$ cat config.mk
export PLATFORM = sky130hd
export DESIGN_NAME = drr_queue_manager
export DESIGN_NICKNAME = d
export VERILOG_FILES = /design/src/rtl/drr_queue_manager.sv
export SDC_FILE = /design/constraint.sdc
export NUM_CORES = 1
export LEC_CHECK = 0
export BUFFER_PORTS_ARGS = -buffer_cell sky130_fd_sc_hd__buf_2
export CORE_MARGIN = 5
export CORE_UTILIZATION = 50
export DETAILED_ROUTE_END_ITERATION = 8
export PLACE_DENSITY = 0.7
export SYNTH_ARGS = -nofsm -noshare
export SYNTH_HDL_FRONTEND = slang
export SYNTH_SLANG_ARGS = --single-unit
$ cat constraint.sdc
create_clock -name clk_i -period 2.9 [get_ports clk_i]
set_input_delay 0.435 -clock clk_i [delete_from_list [all_inputs] [get_ports clk_i]]
set_output_delay 0.435 -clock clk_i [all_outputs]
set_load 0.005 [all_outputs]
$ cat src/rtl/drr_queue_manager.sv
// rtl/drr_queue_manager.sv - per-queue descriptor store feeding a DRR scheduler
// Circular buffer per queue; a granted head is popped into a valid/ready tx stage.
module drr_queue_manager #(
  parameter int PKT_QS_CNT = 4,
  parameter int DESC_DEPTH = 8,
  parameter int SIZE_W     = 16
) (
  input  logic                             clk_i,
  input  logic                             rst_n_i,
  input  logic                             enq_i,
  input  logic [$clog2(PKT_QS_CNT)-1:0]    enq_qid_i,
  input  logic [SIZE_W-1:0]                enq_size_i,
  output logic                             enq_ready_o,
  input  logic [PKT_QS_CNT-1:0]            flush_i,
  output logic [PKT_QS_CNT-1:0][15:0]      size_o,
  output logic [PKT_QS_CNT-1:0]            size_val_o,
  output logic                             ready_o,
  input  logic [$clog2(PKT_QS_CNT)-1:0]    cng_addr_i,
  input  logic                             cng_val_i,
  output logic [$clog2(PKT_QS_CNT)-1:0]    tx_qid_o,
  output logic [SIZE_W-1:0]                tx_size_o,
  output logic                             tx_val_o,
  input  logic                             tx_ready_i,
  output logic [PKT_QS_CNT-1:0]            full_o,
  output logic [15:0]                      drop_cnt_o,
  output logic                             grant_err_o
);
  localparam int QW = $clog2(PKT_QS_CNT);
  localparam int PW = $clog2(DESC_DEPTH);
  localparam int CW = PW + 1;

  typedef enum logic {IDLE, HOLD} state_t;

  state_t            state;
  logic [SIZE_W-1:0] mem    [PKT_QS_CNT][DESC_DEPTH];
  logic [PW-1:0]     rd_ptr [PKT_QS_CNT];
  logic [PW-1:0]     wr_ptr [PKT_QS_CNT];
  logic [CW-1:0]     count  [PKT_QS_CNT];

  logic enq_ok;
  logic enq_drop;
  logic grant_ok;

  always_comb begin
    for (int q = 0; q < PKT_QS_CNT; q++) begin
      full_o[q]     = (count[q] == CW'(DESC_DEPTH));
      size_val_o[q] = (count[q] != '0);
      size_o[q]     = size_val_o[q] ? mem[q][rd_ptr[q]] : '0;
    end
  end

  assign enq_ready_o = !full_o[enq_qid_i];
  assign ready_o     = !tx_val_o || tx_ready_i;

  // A flushed queue swallows its enqueue silently; only full/zero-size drops count.
  assign enq_ok   = enq_i && !full_o[enq_qid_i] && (enq_size_i != '0) && !flush_i[enq_qid_i];
  assign enq_drop = enq_i && !flush_i[enq_qid_i] && (full_o[enq_qid_i] || (enq_size_i == '0));
  assign grant_ok = cng_val_i && ready_o && size_val_o[cng_addr_i] && !flush_i[cng_addr_i];

  always_ff @(posedge clk_i) begin
    if (enq_ok) mem[enq_qid_i][wr_ptr[enq_qid_i]] <= enq_size_i;
  end

  always_ff @(posedge clk_i or negedge rst_n_i) begin
    if (!rst_n_i) begin
      for (int q = 0; q < PKT_QS_CNT; q++) begin
        rd_ptr[q] <= '0;
        wr_ptr[q] <= '0;
        count[q]  <= '0;
      end
    end else begin
      for (int q = 0; q < PKT_QS_CNT; q++) begin
        if (flush_i[q]) begin
          rd_ptr[q] <= '0;
          wr_ptr[q] <= '0;
          count[q]  <= '0;
        end else begin
          logic push;
          logic pop;
          push = enq_ok && (enq_qid_i == QW'(q));
          pop  = grant_ok && (cng_addr_i == QW'(q));
          if (push) wr_ptr[q] <= wr_ptr[q] + 1'b1;
          if (pop)  rd_ptr[q] <= rd_ptr[q] + 1'b1;
          count[q] <= count[q] + CW'(push) - CW'(pop);
        end
      end
    end
  end

  always_ff @(posedge clk_i or negedge rst_n_i) begin
    if (!rst_n_i) begin
      state       <= IDLE;
      tx_val_o    <= 1'b0;
      tx_qid_o    <= '0;
      tx_size_o   <= '0;
      grant_err_o <= 1'b0;
      drop_cnt_o  <= '0;
    end else begin
      grant_err_o <= cng_val_i && !grant_ok;
      if (enq_drop && (drop_cnt_o != 16'hFFFF)) drop_cnt_o <= drop_cnt_o + 16'd1;
      case (state)
        IDLE: begin
          if (grant_ok) begin
            state     <= HOLD;
            tx_val_o  <= 1'b1;
            tx_qid_o  <= cng_addr_i;
            tx_size_o <= size_o[cng_addr_i];
          end
        end
        HOLD: begin
          if (grant_ok) begin
            tx_qid_o  <= cng_addr_i;
            tx_size_o <= size_o[cng_addr_i];
          end else if (tx_ready_i) begin
            state    <= IDLE;
            tx_val_o <= 1'b0;
          end
        end
        default: begin
          state    <= IDLE;
          tx_val_o <= 1'b0;
        end
      endcase
    end
  end
endmodule
==> flow_metrics.py <==
metrics = {
    "grt": {
        "antenna_found_initial": 2,
        "overflow": 0,
        "gr-usage-all-layers_pct": 23.4,
        "grt_max_degree": 55,
        "grt_pass1_vias": 14745,
        "grt_pass1_wl_um": 94200,
    },
    "power": {
        "p_leak_nw": 10.4,
        "power_mw": 20.3,
        "power_density_nw_per_um2": 682,
        "peakVddDrop_mv": 0.552,
    },
    "cts": {
        "cts_num_sinks": 589,
        "clk_pin_slew_ns": 0.07,
        "numCtsBuffers": 59,
        "clock_latency_ns": 0.63,
        "clockBufferDepth": 3,
        "cts-root-buf": "clkbuf_16",
        "cts_tree": "done",
        "h-tree-depth": 2,
    },
    "setup_path": {
        "worstPathRequired_ns": 2.47,
        "path_buf_inv": 2,
        "worst_path_largest_cell_delay_ns": 0.49,
        "path_delay_family": "multiplexers",
        "slowest_stage": "mux4_2",
        "reg2reg_depth": 11,
        "crit_type": "register to output port",
        "worstPathCellList": "buf_4 -> mux4_2 -> o21ai_0 -> nor2_1 -> buf_2",
        "critPathLaunchType": "register",
        "path_max_fanout": 6,
        "cp.depth": 5,
        "crit_arrival_ns": 2.44,
        "critPathCaptureType": "output port",
    },
    "floorplan": {
        "num_rows": 81,
        "ios": 139,
        "die_x_um": 232,
        "die_area_um2": 53700,
        "core-area_um2": 48800,
        "die_height_um": 232,
        "initial_core_util_pct": 50.4,
    },
    "placement": {
        "gp_congestion": 0.949,
        "port_buffers": 138,
        "place_inst": 2379,
        "dp_hpwl_um": 41900,
        "post-place-ws_ns": -0.119,
    },
    "final_layout": {
        "layout_common_cells": "edfxtp_1, mux2i_1, buf_4",
        "post-route-util_pct": 61.1,
        "fill_cells": 3590,
        "nets": 1854,
        "final_common_cell": "edfxtp_1",
        "drive_gt1_share_pct": 31.2,
        "finalNonFillerCells": 2506,
        "area.growth.synth_to_final_pct": 21.4,
    },
    "detailed_routing": {
        "dr.pass1.iters": 5,
        "wirelength_um": 64100,
        "vias_per_cell": 5.95,
        "wl_per_cell_um": 25.6,
        "met1Wirelength_um": 26000,
        "met3_length_um": 6090,
        "drc": 0,
        "highest_layer": "met4",
        "postRouteAntennaNets": 0,
        "wl_met2_um": 30500,
        "drtIter0Drc": 1457,
        "vias": 14902,
    },
    "timing": {
        "min_period_ns": 2.88,
        "slew_viol_final": 0,
        "hold_violations": 0,
        "clock_skew_ns": 0.0251,
        "setup_violations": 0,
        "max_freq_ghz": 0.348,
        "whs_ns": 0.0718,
        "rsz0062_at_grt": "yes",
        "finalCritPeriodShare_pct": 99.2,
        "fin_ws_ns": 0.0243,
        "tightest_slew_ns": 0.953,
        "maxSlewHeadroom_pct": 34.8,
    },
    "yosys": {
        "synth_top_area_share_pct": 62.5,
        "synth_edf_count": 512,
        "syn-num-nets": 1556,
        "syn_inst": 1490,
        "synth_area_um2": 24600,
        "seq_area_frac_synth_pct": 70.3,
        "synth_seq_cells": 589,
        "yosysWarnings": 0,
        "synth_largest_area_cell": "edfxtp_1",
        "synthTopCellsByArea": "edfxtp_1, dfrtp_1, mux2i_1",
        "ys.flop_type": "edfxtp_1",
        "synth.avg_cell_area_um2": 16.5,
        "synthArstFlopShare_pct": 13.1,
        "synth.distinct_cells": 57,
    },
    "status": {
        "status": "completed",
    },
    "hold_path": {
        "holdPathStages": 1,
        "hold_class": "primary input to register",
    },
    "flow_run": {
        "maxCapViolCount": 0,
    },
}
## power breakdown
part	switching (mW)	total (mW)	internal, mW
registers	0.216	9.67	9.46
logic	1.73	2.92	1.19
clock network	3.24	7.75	4.51
## registers in the layout, summed over array words and instances (netlist names), 2 cells and up
signal / cells
tx_size_o: 16
mem: 512
tx_qid_o: 2
drop_cnt_o: 16
wr_ptr: 12
rd_ptr: 12
count: 16
## final cells by class
| cell class | count | area, um^2 | share of cell area (%) |
|---|---|---|---|
| Sequential cell | 589 | 17300 | 58.0 |
| Multi-Input combinational cell | 787 | 7070 | 23.7 |
| Tap cell | 664 | 831 | 2.78 |
| Antenna cell | 3 | 7.51 | 0.0251 |
| Clock inverter | 33 | 335 | 1.12 |
| Inverter | 30 | 113 | 0.377 |
| Clock buffer | 79 | 1670 | 5.60 |
| Timing Repair Buffer | 321 | 2510 | 8.42 |
## path summary, 6_finish.rpt
check / start / end / slack, ns
max in group asynchronous: rst_n_i / drop_cnt_o[6]$_DFFE_PN0P_ / 1.78
hold / removal: enq_size_i[13] / mem[0][13]$_DFFE_PP_ / 0.07
setup / recovery: rd_ptr[10]$_DFFE_PN0P_ / size_o[9] / 0.02
hold reg to reg: state$_DFF_PN0_ / tx_val_o$_DFFE_PN0P_ / 0.45
setup reg to reg: count[10]$_DFF_PN0_ / count[1]$_DFF_PN0_ / 0.12
min in group asynchronous: rst_n_i / rd_ptr[0]$_DFFE_PN0P_ / 0.42
## cell usage after synthesis (all sizes together), types with 16 or more instances
cell,count
nor2b,16
o21ai,68
xnor2,16
ha,33
a2111oi,31
a22o,32
inv,30
nand2,31
mux2,33
edfxtp,512
mux2i,156
nor2,108
a211oi,31
a31oi,16
mux4,53
dfrtp,77
buf,34
clkbuf,50
## what timing repair did
item                                    CTS  global route
setup buffers                             7             3
gates cloned                              0             1
endpoints found under the setup margin   50           319
hold buffers                              1             0
endpoints found under the hold margin    52             0
pin swaps                                 1             6
resized for setup                        29            51
## metrics by stage
stage,setup TNS [ns],cell area (um^2)
2_1_floorplan,0,24600
3_5_place_dp,-2.12,27400
3_3_place_gp,-1.54,27400
5_1_grt,-0.0956,29800
6_report,0,29900
4_1_cts,0,29600
## per-layer routing
metal	vias up	global-route usage, %
li1	6457	-
met1	7614	33.0
met2	744	37.0
met3	87	5.55
met4	0	6.63
met5	-	0
## logic make-up after synthesis
kind of cell    count (synthesis)  share of synthesized area (%)
buf+inv                       114                           2.01
fa+ha+maj                      37                           2.00
mux                           242                           12.7
compound gates                232                           6.86
xor+xnor                       29                           1.03
simple gates                  247                           5.04
flops                         589                           70.3
No activity file was read; power rests on OpenSTA's default activity.
